**src/rtl/rgb_layer_mixer.sv**
```systemverilog
// rgb_layer_mixer: two-stage pixel colour pipeline.
// Stage 1 resolves layer priority (lowest index wins, else background).
// Stage 2 scales each channel by the global brightness level (0..16).
// A frame-synchronous FSM fades the brightness in or out, stepping the
// level only on the rising edge of the (0,0) origin condition.
module rgb_layer_mixer #(
  parameter int WIDTH           = 640,
  parameter int HEIGHT          = 480,
  parameter int LAYERS          = 4,
  parameter int FRAMES_PER_STEP = 2
) (
  input  logic                      clk_25,
  input  logic                      reset,
  input  logic [$clog2(WIDTH)-1:0]  pxl_x,
  input  logic [$clog2(HEIGHT)-1:0] pxl_y,
  input  logic [LAYERS-1:0]         layer_draw,
  input  logic [12*LAYERS-1:0]      layer_rgb,
  input  logic [11:0]               bg_rgb,
  input  logic                      fade_req,
  input  logic                      fade_dir,
  output logic [3:0]                Red_level,
  output logic [3:0]                Green_level,
  output logic [3:0]                Blue_level,
  output logic [4:0]                fade_level,
  output logic                      fade_busy,
  output logic                      fade_done
);

  localparam int CW = (FRAMES_PER_STEP > 1) ? $clog2(FRAMES_PER_STEP) : 1;
  localparam logic [CW-1:0] CNT_LAST = CW'(FRAMES_PER_STEP - 1);

  typedef enum logic [1:0] {
    IDLE_ON  = 2'd0,
    IDLE_OFF = 2'd1,
    FADE_OUT = 2'd2,
    FADE_IN  = 2'd3
  } state_t;

  state_t          state_q;
  logic [4:0]      fade_level_q;
  logic [CW-1:0]   cnt_q;
  logic            fade_busy_q;
  logic            fade_done_q;
  logic            origin_q;
  logic            origin;
  logic            frame_tick;
  logic            fading;

  logic [11:0]     sel_d;
  logic [11:0]     sel_q;
  logic [3:0]      red_q;
  logic [3:0]      green_q;
  logic [3:0]      blue_q;
  logic [8:0]      prod_r;
  logic [8:0]      prod_g;
  logic [8:0]      prod_b;

  // Frame tick: first cycle of the (0,0) origin, a held origin counts once
  always_comb begin
    origin     = (pxl_x == '0) && (pxl_y == '0);
    frame_tick = origin && !origin_q;
    fading     = (state_q == FADE_OUT) || (state_q == FADE_IN);
  end

  // Priority resolve: lowest-index drawing layer, background otherwise
  always_comb begin
    logic found;
    sel_d = bg_rgb;
    found = 1'b0;
    for (int unsigned i = 0; i < LAYERS; i++) begin
      if (layer_draw[i] && !found) begin
        sel_d = layer_rgb[12*i +: 12];
        found = 1'b1;
      end
    end
  end

  // Brightness scaling: 9-bit product per channel, keep bits [7:4]
  always_comb begin
    prod_r = {5'b0, sel_q[11:8]} * {4'b0, fade_level_q};
    prod_g = {5'b0, sel_q[7:4]}  * {4'b0, fade_level_q};
    prod_b = {5'b0, sel_q[3:0]}  * {4'b0, fade_level_q};
  end

  // Pixel pipeline: stage 1 selection, stage 2 scaled output
  always_ff @(posedge clk_25) begin
    if (reset) begin
      sel_q   <= '0;
      red_q   <= '0;
      green_q <= '0;
      blue_q  <= '0;
    end else begin
      sel_q   <= sel_d;
      red_q   <= prod_r[7:4];
      green_q <= prod_g[7:4];
      blue_q  <= prod_b[7:4];
    end
  end

  // Fade FSM: accepted requests take precedence over a coincident frame tick
  always_ff @(posedge clk_25) begin
    if (reset) begin
      state_q      <= IDLE_ON;
      fade_level_q <= 5'd16;
      cnt_q        <= '0;
      fade_busy_q  <= 1'b0;
      fade_done_q  <= 1'b0;
      origin_q     <= 1'b0;
    end else begin
      origin_q    <= origin;
      fade_done_q <= 1'b0;
      if (fade_req && !fade_dir && (state_q != IDLE_OFF)) begin
        state_q     <= FADE_OUT;
        cnt_q       <= '0;
        fade_busy_q <= 1'b1;
      end else if (fade_req && fade_dir && (state_q != IDLE_ON)) begin
        state_q     <= FADE_IN;
        cnt_q       <= '0;
        fade_busy_q <= 1'b1;
      end else if (frame_tick && fading) begin
        if (cnt_q == CNT_LAST) begin
          cnt_q <= '0;
          if (state_q == FADE_OUT) begin
            // Clamped at 0 so a reversal from an empty fade-in cannot wrap
            if (fade_level_q <= 5'd1) begin
              fade_level_q <= 5'd0;
              state_q      <= IDLE_OFF;
              fade_busy_q  <= 1'b0;
              fade_done_q  <= 1'b1;
            end else begin
              fade_level_q <= fade_level_q - 5'd1;
            end
          end else begin
            if (fade_level_q >= 5'd15) begin
              fade_level_q <= 5'd16;
              state_q      <= IDLE_ON;
              fade_busy_q  <= 1'b0;
              fade_done_q  <= 1'b1;
            end else begin
              fade_level_q <= fade_level_q + 5'd1;
            end
          end
        end else begin
          cnt_q <= cnt_q + 1'b1;
        end
      end
    end
  end

  assign Red_level   = red_q;
  assign Green_level = green_q;
  assign Blue_level  = blue_q;
  assign fade_level  = fade_level_q;
  assign fade_busy   = fade_busy_q;
  assign fade_done   = fade_done_q;

endmodule

```
**config.mk**
```make
export PLATFORM = sky130hd
export DESIGN_NAME = rgb_layer_mixer
export DESIGN_NICKNAME = d
export VERILOG_FILES = /design/src/rtl/rgb_layer_mixer.sv
export SDC_FILE = /design/constraint.sdc
export NUM_CORES = 1
export LEC_CHECK = 0
export ABC_AREA = 1
export CORE_ASPECT_RATIO = 0.8
export CORE_MARGIN = 1.5
export CORE_UTILIZATION = 25
export DETAILED_ROUTE_END_ITERATION = 8
export PLACE_DENSITY = 0.49
export SKIP_LAST_GASP = 1
export SLEW_MARGIN = 20
export SYNTH_ARGS = -nofsm -noshare
export SYNTH_HDL_FRONTEND = slang
export SYNTH_SLANG_ARGS = --single-unit
```
**constraint.sdc**
```tcl
create_clock -name clk_25 -period 3.8 [get_ports clk_25]
set_input_delay 0.57 -clock clk_25 [delete_from_list [all_inputs] [get_ports clk_25]]
set_output_delay 0.57 -clock clk_25 [all_outputs]
set_load 0.02 [all_outputs]
```
==> flow_metrics.env <==
export IMPL_synth_top_area_share_pct=21.3
export IMPL_hold_viol_final=0
export IMPL_ctsResizeCount=0
export IMPL_worstMarginPinSlew_ns=0.822
export IMPL_p_leak_nw=2.23
export IMPL_synthAdderAreaFrac_pct=21.0
export IMPL_vias=3263
export IMPL_ctsHoldBuffers=0
export IMPL_fin_skew_ns=0.00434
export IMPL_io_pins=106
export IMPL_cp_required_ns=4.02
export IMPL_cts_sinks=35
export IMPL_synth_xor_area_share_pct=2.94
export IMPL_grt_antenna_before_repair=0
export IMPL_yosys_register_bits=35
export IMPL_num_rows=37
export IMPL_fillers=1332
export IMPL_period_share_pct=79.2
export IMPL_fp_dieH_um=105
export IMPL_io_buffers=105
export IMPL_grt_pass1_wl_um=14500
export IMPL_synthesis_area_sq_um=3280
export IMPL_setup_viol=0
export IMPL_cts_inserted_buffers=5
export IMPL_clock_latency_ns=0.28
export IMPL_fmax_ghz=0.332
export IMPL_syn_to_final_growth_pct=40.3
export IMPL_crit_arrival_ns=3.23
export IMPL_coreArea_sq_um=12800
export IMPL_via_per_inst=4.30
export IMPL_cts_tree="built"
export IMPL_die_w_um=131
export IMPL_synth_compound_area_share_pct=12.6
export IMPL_syn_inst=487
export IMPL_syn_area_per_cell_sq_um=6.74
export IMPL_root_buffer="clkbuf_16"
export IMPL_place_gp_congestion=0.840
export IMPL_cp_max_fo=19
export IMPL_synth_main_ff_cell="dfxtp_1"
export IMPL_relSlewSlack_pct=44.9
export IMPL_synth_top_family_by_area="simple AND/OR/NAND/NOR gates"
export IMPL_endpoint_kind="flip-flop"
export IMPL_synth_async_reset_ratio_pct=0
export IMPL_hpwl_um=6960
export IMPL_fin_nets=716
export IMPL_synth_top_area_cell="dfxtp_1"
export IMPL_multi_input_area_sq_um=2180
export IMPL_grtUsageTotal_pct=12.7
export IMPL_yosysMostFrequentCell="nand2_1"
export IMPL_fin_cells=759
export IMPL_report_final_slew_viol_count=0
export IMPL_first_pass_iters=4
export IMPL_max_cap_violations=0
export IMPL_drtAntennaViolNets=0
export IMPL_clockBufferDepth=2
export IMPL_wire_per_inst_um=11.3
export IMPL_yosysWarnings=0
export IMPL_synth_common_cells="nand2_1 (119), inv_1 (70), nor2_1 (48)"
export IMPL_diodes=0
export IMPL_grt_max_degree=29
export IMPL_initial_core_util_pct=25.6
export IMPL_synth_nets=620
export IMPL_overflow=0
export IMPL_ys_types=35
export IMPL_fin_setup_tns_ns=0
export IMPL_synth_seq_area_share_pct=21.3
export IMPL_layout_min_cycle_time_ns=3.01
export IMPL_synth_simple_area_share_pct=29.9
export IMPL_worst_setup_path_type="reg -> reg"
export IMPL_vdd_drop_max_mv=0.170
export IMPL_cts_clk_slew_worst_paths_ns=0.06
export IMPL_grt_pass1_vias=3169
export IMPL_dieArea_sq_um=13800
export IMPL_start_kind="flip-flop"
export IMPL_first_iter_violations=100
export IMPL_drive_above_1_share_pct=5.48
export IMPL_finalWirelength_um=8550
export IMPL_post_place_cells=751
export IMPL_synth_area_top_cells="dfxtp_1 (21%), nand2_1 (14%), ha_1 (12%)"
export IMPL_pwr_density_cell_nw_per_um2=229
export IMPL_rsz0062_at_grt="no"
export IMPL_synthMuxAreaShare_pct=0
export IMPL_hp_class="reg -> reg"
export IMPL_cts_setup_buffers=0
export IMPL_fin_util_pct=35.9
export IMPL_regArea_sq_um=701
export IMPL_status="complete, no violations"
export IMPL_synth_edf_count=0
export IMPL_h_tree_depth=2
export IMPL_remaining_drc_errors=0
## state kept, by name, summed over array words and instances, names as in the netlist
signal	cells
Blue_level	4
cnt_q	1
fade_done	1
fade_level	5
Red_level	4
fade_busy	1
state_q	2
Green_level	4
origin_q	1
sel_q	12
## cell families (layout without fill, tap and decap cells)
kind of cell	count (synthesis)	in the layout
AND/OR/NAND/NOR	222	222
flip-flops	35	35
adder cells (fa/ha/maj)	46	46
buffers and inverters	96	193
XOR/XNOR	11	11
AO/OA/AOI/OAI	77	77
## through the flow
step	hold slack, ns	total power, mW	setup WS [ns]	area [sq um]
2_1_floorplan	0.458	0.521	0.886	3280
3_3_place_gp	0.454	0.655	0.884	4460
3_5_place_dp	0.468	0.656	0.804	4460
4_1_cts	0.480	1.07	0.789	4600
5_1_grt	0.510	1.11	0.406	4600
6_report	0.475	1.05	0.790	4600
## area by class of cell
class | instances | area share, %
repair buffers | 107 | 23.2
clock inverters | 3 | 0.435
flip-flops and latches | 35 | 15.2
inverters | 78 | 6.36
well taps | 175 | 4.76
clock buffers | 5 | 2.72
multi-input cells | 356 | 47.3
## layout by cell type (no fill, tap or decap), types with 6 or more instances in the layout
cell             count
a21oi_1             26
clkdlybuf4s50_1    105
dfxtp_1             35
fa_1                15
ha_1                31
inv_1               70
inv_2                6
nand2_1            119
nand3_1             19
nand4_1             17
nor2_1              48
o21ai_0             24
o21ai_1             16
xor2_1               6
## power by group
| part | internal (mW) | switching, mW | total, mW | leakage [nW] |
|---|---|---|---|---|
| Sequential | 0.388 | 0.0225 | 0.410 | 0.288 |
| Clock | 0.242 | 0.166 | 0.407 | 0.0658 |
| Combinational | 0.134 | 0.103 | 0.237 | 1.87 |
| Total | 0.764 | 0.291 | 1.05 | 2.23 |
## layer usage
metal,share of wire (%),wire [um],global-route usage [%]
met4,0.77,66,2.65
met1,48,4150,16.5
met2,43,3660,21.1
met5,0,0,0
met3,7.9,678,3.51
## worst max-delay path, stage by stage (launching register included)
cell and delay, ns:
dfxtp_1 0.79, nand2_1 0.16, fa_1 0.54, inv_1 0.06, fa_1 0.48, ha_1 0.33, nand2_2 0.08, nand2_2 0.06
nand2_1 0.06, clkinv_1 0.08, o21ai_0 0.15, nand2_1 0.06, nor2_1 0.09
## path summary, 6_finish.rpt
| kind | start | cells past startpoint | slack [ns] | to |
|---|---|---|---|---|
| max | fade_level[1] | 12 | 0.79 | Red_level[1] |
| max reg2reg | fade_level[1] | 12 | 0.79 | Red_level[1] |
| min | fade_busy | 2 | 0.47 | fade_busy |
| min reg2reg | fade_busy | 2 | 0.47 | fade_busy |
No activity file was read; power rests on OpenSTA's default activity.
